<file path="config.mk">
export PLATFORM = sky130hd
export DESIGN_NAME = sensor_debounce
export DESIGN_NICKNAME = d
export VERILOG_FILES = /design/src/rtl/robot_pkg.sv /design/src/rtl/bit_debounce.sv /design/src/rtl/sensor_debounce.sv
export SDC_FILE = /design/constraint.sdc
export NUM_CORES = 1
export LEC_CHECK = 0
export BUFFER_PORTS_ARGS = -buffer_cell sky130_fd_sc_hd__buf_2
export CORE_MARGIN = 8
export CORE_UTILIZATION = 55
export DETAILED_ROUTE_END_ITERATION = 12
export HOLD_SLACK_MARGIN = 0.06
export PLACE_DENSITY = 0.86
export RECOVER_POWER = 50
export SLEW_MARGIN = 20
export SYNTH_ARGS = -nofsm -noshare
export SYNTH_HDL_FRONTEND = slang
export SYNTH_SLANG_ARGS = --single-unit
export TNS_END_PERCENT = 20
</file>
<file path="constraint.sdc">
create_clock -name clk -period 4.1 [get_ports clk]
set_clock_uncertainty 0.05 [all_clocks]
set_input_delay 0.41 -clock clk [delete_from_list [all_inputs] [get_ports clk]]
set_output_delay 0.41 -clock clk [all_outputs]
set_load 0.01 [all_outputs]
</file>
<file path="src/rtl/robot_pkg.sv">
// Shared definitions for the robot line-sensor path.
// Holds the default sensor vector width, the debounce FSM state type and the
// sensor bit positions, so the debounce stage and the steering decoder agree
// on which bit is which.
package robot_pkg;

  localparam int WIDTH = 5;

  typedef enum logic [0:0] {
    WARMUP = 1'b0,
    RUN    = 1'b1
  } dbnc_state_t;

  // Sensor bit positions, left to right across the robot's nose.
  localparam int S_FAR_L = 4;
  localparam int S_L     = 3;
  localparam int S_C     = 2;
  localparam int S_R     = 1;
  localparam int S_FAR_R = 0;

endpackage

</file>
<file path="src/rtl/bit_debounce.sv">
// Single-bit synchronizer + debouncer.
// Ports:
//   clk, reset  clock / async active-low reset
//   tick        sample-rate enable
//   run         1 = debounce mode; 0 = warm-up (stable bit tracks sy on tick)
//   raw         asynchronous sensor line
//   s           debounced stable bit
//   upd         combinational: s takes a new value on this edge
module bit_debounce #(
  parameter int DEBOUNCE = 4,
  parameter int CNT_W    = $clog2(DEBOUNCE)
) (
  input  logic clk,
  input  logic reset,
  input  logic tick,
  input  logic run,
  input  logic raw,
  output logic s,
  output logic upd
);

  localparam logic [CNT_W-1:0] CNT_MAX = CNT_W'(DEBOUNCE - 1);

  logic             sync1, sy;
  logic [CNT_W-1:0] cnt, cnt_nxt;
  logic             s_nxt;

  always_comb begin
    s_nxt   = s;
    cnt_nxt = cnt;
    if (!run) begin
      // Warm-up: follow the synchronizer directly, no counting.
      cnt_nxt = '0;
      if (tick) s_nxt = sy;
    end else if (sy == s) begin
      // Agreement clears progress on any edge, tick or not.
      cnt_nxt = '0;
    end else if (tick) begin
      if (cnt == CNT_MAX) begin
        s_nxt   = sy;
        cnt_nxt = '0;
      end else begin
        cnt_nxt = cnt + CNT_W'(1);
      end
    end
  end

  assign upd = (s_nxt != s);

  always_ff @(posedge clk or negedge reset) begin
    if (!reset) begin
      sync1 <= 1'b0;
      sy    <= 1'b0;
      s     <= 1'b0;
      cnt   <= '0;
    end else begin
      sync1 <= raw;
      sy    <= sync1;
      s     <= s_nxt;
      cnt   <= cnt_nxt;
    end
  end

endmodule

</file>
<file path="src/rtl/sensor_debounce.sv">
// Line-sensor front end: synchronizes and debounces each sensor bit and
// presents a stable vector to the steering decoder.
// Ports:
//   clk      system clock
//   reset    async active-low reset
//   tick     sample-rate enable
//   raw      asynchronous sensor inputs [WIDTH]
//   s        debounced sensor vector [WIDTH]
//   valid    warm-up complete, held until reset
//   changed  one-cycle pulse when s updates in RUN
module sensor_debounce #(
  parameter int WIDTH    = robot_pkg::WIDTH,
  parameter int DEBOUNCE = 4,
  parameter int CNT_W    = $clog2(DEBOUNCE)
) (
  input  logic             clk,
  input  logic             reset,
  input  logic             tick,
  input  logic [WIDTH-1:0] raw,
  output logic [WIDTH-1:0] s,
  output logic             valid,
  output logic             changed
);
  import robot_pkg::*;

  localparam logic [CNT_W-1:0] WARM_MAX = CNT_W'(DEBOUNCE - 1);

  dbnc_state_t      state, state_nxt;
  logic [CNT_W-1:0] warm, warm_nxt;
  logic             valid_nxt, changed_nxt;
  logic             run;
  logic [WIDTH-1:0] upd;

  assign run = (state == RUN);

  for (genvar i = 0; i < WIDTH; i++) begin : g_bit
    bit_debounce #(
      .DEBOUNCE (DEBOUNCE),
      .CNT_W    (CNT_W)
    ) u_bit (
      .clk   (clk),
      .reset (reset),
      .tick  (tick),
      .run   (run),
      .raw   (raw[i]),
      .s     (s[i]),
      .upd   (upd[i])
    );
  end

  always_comb begin
    state_nxt   = state;
    warm_nxt    = warm;
    valid_nxt   = valid;
    // Warm-up loads are not reported as changes.
    changed_nxt = run && (|upd);
    case (state)
      WARMUP: begin
        if (tick) begin
          if (warm == WARM_MAX) begin
            state_nxt = RUN;
            valid_nxt = 1'b1;
          end else begin
            warm_nxt = warm + CNT_W'(1);
          end
        end
      end
      RUN: ;
      default: state_nxt = WARMUP;
    endcase
  end

  always_ff @(posedge clk or negedge reset) begin
    if (!reset) begin
      state   <= WARMUP;
      warm    <= '0;
      valid   <= 1'b0;
      changed <= 1'b0;
    end else begin
      state   <= state_nxt;
      warm    <= warm_nxt;
      valid   <= valid_nxt;
      changed <= changed_nxt;
    end
  end

endmodule

</file>
# Word-level counts from Yosys, hierarchy flattened
# Index checks and enable logic that the tools add are counted.
[word_totals]
input_bits = 8
regBits = 30
output_inout_bits = 7
elab_cells = 105
[op_classes]
n_mux = 48
bitwise_logic = 2
add_sub_neg = 6
reduce_logical = 4
eq_ne = 21
[op_table]
columns = ["operator", "n"]
rows = [
  ["$mux 2", 20],
  ["$mux 1", 28],
  ["$ne 3x2->1 const B", 5],
  ["$add 2x1->2 const B", 6],
  ["$eq 2x2->1 const B", 6],
  ["$reduce_and 3->1", 2],
  ["$eq 1x1->1", 5],
  ["$ne 1x1->1", 5],
  ["$reduce_or 5->1", 1],
  ["$not 1->1", 2],
  ["$logic_and 1x1->1", 1],
]

# Longest topological paths before layout
[logic_depth]
depth_word = 8
ltp_mapped = 5
mapped_depth_nobuf = 4

# By module
# From an unflattened synthesis, not the netlist that was laid out.
[unflattened]
cells_unflattened = 99
hier_area_um2 = 1273.7
[modules_own_cells]
columns = ["mod", "area_per_inst_um2", "seq_area_each_um2", "instances", "cells_per_inst"]
rows = [
  ["bit_debounce", 215.2, 125.1, 5, 17],
  ["sensor_debounce", 197.7, 125.1, 1, 14],
]

# Worst setup path before layout
# No wires, ideal clock.
[synth_timing]
path_type = "register -> register"
start = "register warm[0]"
end = "register warm[1]"
path_slack_ns = 2.750
synth_period_minus_slack_ns = 1.350
arrival_time_ns = 1.176
required_time_ns = 3.925
stages_incl_launch_ff = 4
path_buffers = 0
setup_ns = 0.125
cell_sequence = "dfrtp_1 -> ha_1 -> nor3_1 -> mux2_2"
[synth_via]
elab_chain_len = 3
word_cells_on_any_way = 4
classes_between = "add/sub: 1; eq/ne: 1; bitwise: 1; reduce/logical: 1"
[synth_lines]
columns = ["item", "line", "source"]
rows = [
  ["from (decl)", "sensor_debounce.sv:29", "logic [CNT_W-1:0] warm, warm_nxt;"],
  ["from (signal assigned)", "sensor_debounce.sv:81", "warm <= warm_nxt;"],
  ["$eq 2x2->1", "sensor_debounce.sv:60", "if (warm == WARM_MAX) begin"],
  ["$not 1->1 (no line)", "--", ""],
  ["$reduce_and 3->1 (no line)", "--", ""],
]
# Parallel ways exist; a longest one is shown, timed or not.
# A chain may end at the register's enable or synchronous reset.

# Worst setup path in the final report
[layout_timing]
start = "input tick"
end = "register warm[1]"
[layout_via]
elab_chain_len = 1
[layout_lines]
columns = ["item", "line", "source"]
rows = [
  ["from (decl)", "sensor_debounce.sv:18", "input logic tick,"],
  ["$reduce_and 3->1 (no line)", "--", ""],
]
# No other way between the ends.

==> results.txt <==
Run status = finished with violations
Failing checks = max-capacitance violations, max-slew violations
Residual DRC count = 0
Final setup viols = 0
Path type of the worst min-delay path = in2reg
Internal = 605.0 µW
PwrDens = 622.3 mW/mm²
Leakage power = 0.7110 nW
Antenna diodes = 0
Yosys top cell by area = dfrtp_1
Top FF cell, synth = dfrtp_1
Fin crit share = 47.20%
Clock transition at path regs = 0.09 ns
Compound-Gate Fraction of Synth Area = 6.687%
Largest net degree at the start of global routing = 31
Die span in y = 63.75 µm
DR WL/cell = 14.45 µm
Multi-input gate area = 445.4 µm²
Post-Route WL = 2081 µm
Initial DRC Count = 8
Clk_lat worst skew = 0.33 ns
Max-slew violation count = 31
Synth unique cells = 20
Initial antenna violation count = 0
# rows = 17
Mean Syn Cell Area = 12.54 µm²
Crit path max fanout = 13
Die X-Extent = 63.75 µm
Die area = 0.004063 mm²
Design area = 0.001395 mm²
Commonest cells in the netlist = dfrtp_1, nor2_1
Post-route ant nets = 0
H-tree Lvls = 2
Max Root-Sink Buffers = 2
Fin Setup TNS = 0 ns
Congestion Overflow GR = 0
Largest family of logic cells by synthesized area = multiplexers
Clock share of power = 24.3%
GPL Wtd Cong = 0.7247
CTS tree = built
Effective utilization at floorplan = 57.22%
CP Capture Type = flop
Fmax = 516.8 MHz
First-pass GRT wire length = 3491 µm
Critical-path cell list = clkbuf_1 -> inv_1 -> nor3_1 -> mux2_2
Via count = 779
Min Tclk post-route = 1.935 ns
Vias in the first global route = 847
RSZ-0062 raised after global routing = no
Setup Crit Path Kind = in2reg
Worst path buffer plus inverter count = 2
Post-CTS Setup Bufs = 0
Vias per cell = 5.410
Syn_nets = 114
IO Port Bufs = 14
Mux cell area share after synthesis = 9.381%
Synth Area in Adders = 5.988%
Net switching power = 263.2 µW
WP data arrival = 2.11 ns
Final HPWL DP = 1456 µm
Slowest Stage Delay on Critical Path = 0.54 ns
Top-count cell post-synth = dfrtp_1
P&R area growth vs syn = 11.28%
Seq/Total Area, Yosys = 59.88%
Post-Syn Instances = 100
Sw Ratio = 30.32%
Share of layout cells above drive strength 1 = 25.00%
Root Buffer = clkbuf_4
Async SR Flop Fraction = 100.0%
Final Power = 868.2 µW
Filler cell count in the final layout = 171
Total of max-cap violations = 1
CP Launch Type = primary input
Synth top area cells = dfrtp_1, ha_1, mux2_2, mux2i_1, buf_4
Crit path max-delay cell type = clkbuf_1
Slew HR = -0.5453%
Synthesized cell area = 0.001254 mm²
#FFs+latches synth = 30
Xor/xnor share of the synthesized area = 4.192%
Yosys top cell area share = 59.88%
Endpoints failing hold = 0
Final Net Count = 129
Post-synth EDFFs = 0
Worst VDD drop = 0.3696 mV
Dominant delay contributor by cell family on the critical path = buffers and inverters
CP Data Required Time = 4.27 ns
# IOs = 15
Register area = 750.7 µm²
Warnings from Yosys = 0
Sink Count = 30
Sequential Power Share = 49.0%
DR pass1 iterations = 4
Area of the core = 0.002191 mm²
Logic pwr share = 26.7%
Worst slew pin tran = 1.508 ns
Gr usage total = 11.15%
Dpl cell area = 0.001309 mm²
Number of CTS-inserted buffers = 5
Simple-gate area share of the yosys netlist = 9.281%
==> routing by layer <==
layer	wire, µm	GRT usage, %	vias up	share of wire [%]
met5	0	0	-	0
met3	132	6.098	4	6.3
li1	-	-	370	-
met1	917	11.35	382	44
met4	31	6.685	0	1.5
met2	1000	17.74	23	48
==> cells in the final DEF, fill, tap and decap left out <==
cell type,count
clkbuf_8,3
xnor2_1,5
nor3_1,6
clkbuf_4,5
a21oi_1,5
ha_1,6
a31o_2,1
clkbuf_1,2
o21ai_2,1
mux2i_1,5
nor2_1,11
mux2_2,6
o21ai_1,4
or2b_1,5
inv_2,1
nand2_1,2
o31a_1,1
dlygate4sd3_1,1
inv_1,1
buf_2,12
xor2_1,1
o22ai_1,2
dfrtp_1,30
==> metrics by stage <==
stage / worst slack [ns] / cells / utilization, % / hold WS (ns)
global placement: 2.359 / 135 / 59.74 / 0.2822
CTS: 2.621 / 144 / 63.79 / 0.1238
detailed placement: 2.272 / 135 / 59.74 / 0.2847
global route: 1.837 / 144 / 63.68 / 0.1132
floorplan: 2.750 / 100 / - / 0.06441
finish: 2.165 / 144 / 63.68 / 0.1314
==> area by class of cell <==
cell class	count	area share, %
clock buffers	8	5.650
flip-flops and latches	30	53.81
well taps	28	2.511
multi-input cells	61	31.93
repair buffers	15	5.561
inverters	2	0.5381
==> path summary, 6_finish.rpt <==
kind	from	to	slack, ns	cells past startpoint
max in group asynchronous	reset	g_bit[4].u_bit.sy	2.19	2
setup / recovery	tick	warm[1]	2.16	4
hold / removal	raw[0]	g_bit[0].u_bit.sync1	0.13	1
hold reg to reg	g_bit[2].u_bit.sync1	g_bit[2].u_bit.sy	0.30	0
setup reg to reg	warm[0]	warm[1]	2.62	3
min in group asynchronous	reset	valid	0.93	2
==> sequential cells by signal, indices dropped and copies added, names as in the netlist <==
name / flops
warm: 2
g_bit.u_bit.cnt: 10
run: 1
g_bit.u_bit.s: 5
g_bit.u_bit.sy: 5
g_bit.u_bit.sync1: 5
changed: 1
valid: 1
==> what timing repair did <==
item,4_1_cts,5_1_grt
gates resized for setup,0,0
endpoints found under the hold margin,14,0
hold buffers,1,0
==> cell families after synthesis <==
logic type               Yosys count
flip-flops                        30
AND/OR/NAND/NOR                   24
AO/OA/AOI/OAI                     14
multiplexers                      11
buffers and inverters              9
XOR/XNOR                           6
adder cells (fa/ha/maj)            6
==> worst reg2reg max path: cells and delay by family (launching register included) <==
family	cells	cell delay, ns
mux	1	0.38
flops	1	0.41
simple gates	1	0.30
fa+ha+maj	1	0.24
==> power groups by stage <==
| stage | Sequential (mW) | Combinational (mW) | Clock (mW) |
|---|---|---|---|
| after global routing | 0.434 | 0.263 | 0.228 |
| after floorplan | 0.418 | 0.203 | 0 |
| after global placement | 0.424 | 0.220 | 0 |
| final | 0.425 | 0.232 | 0.211 |
| after CTS | 0.425 | 0.236 | 0.218 |
| after detailed placement | 0.430 | 0.233 | 0 |
No activity file was read; power rests on OpenSTA's default activity.
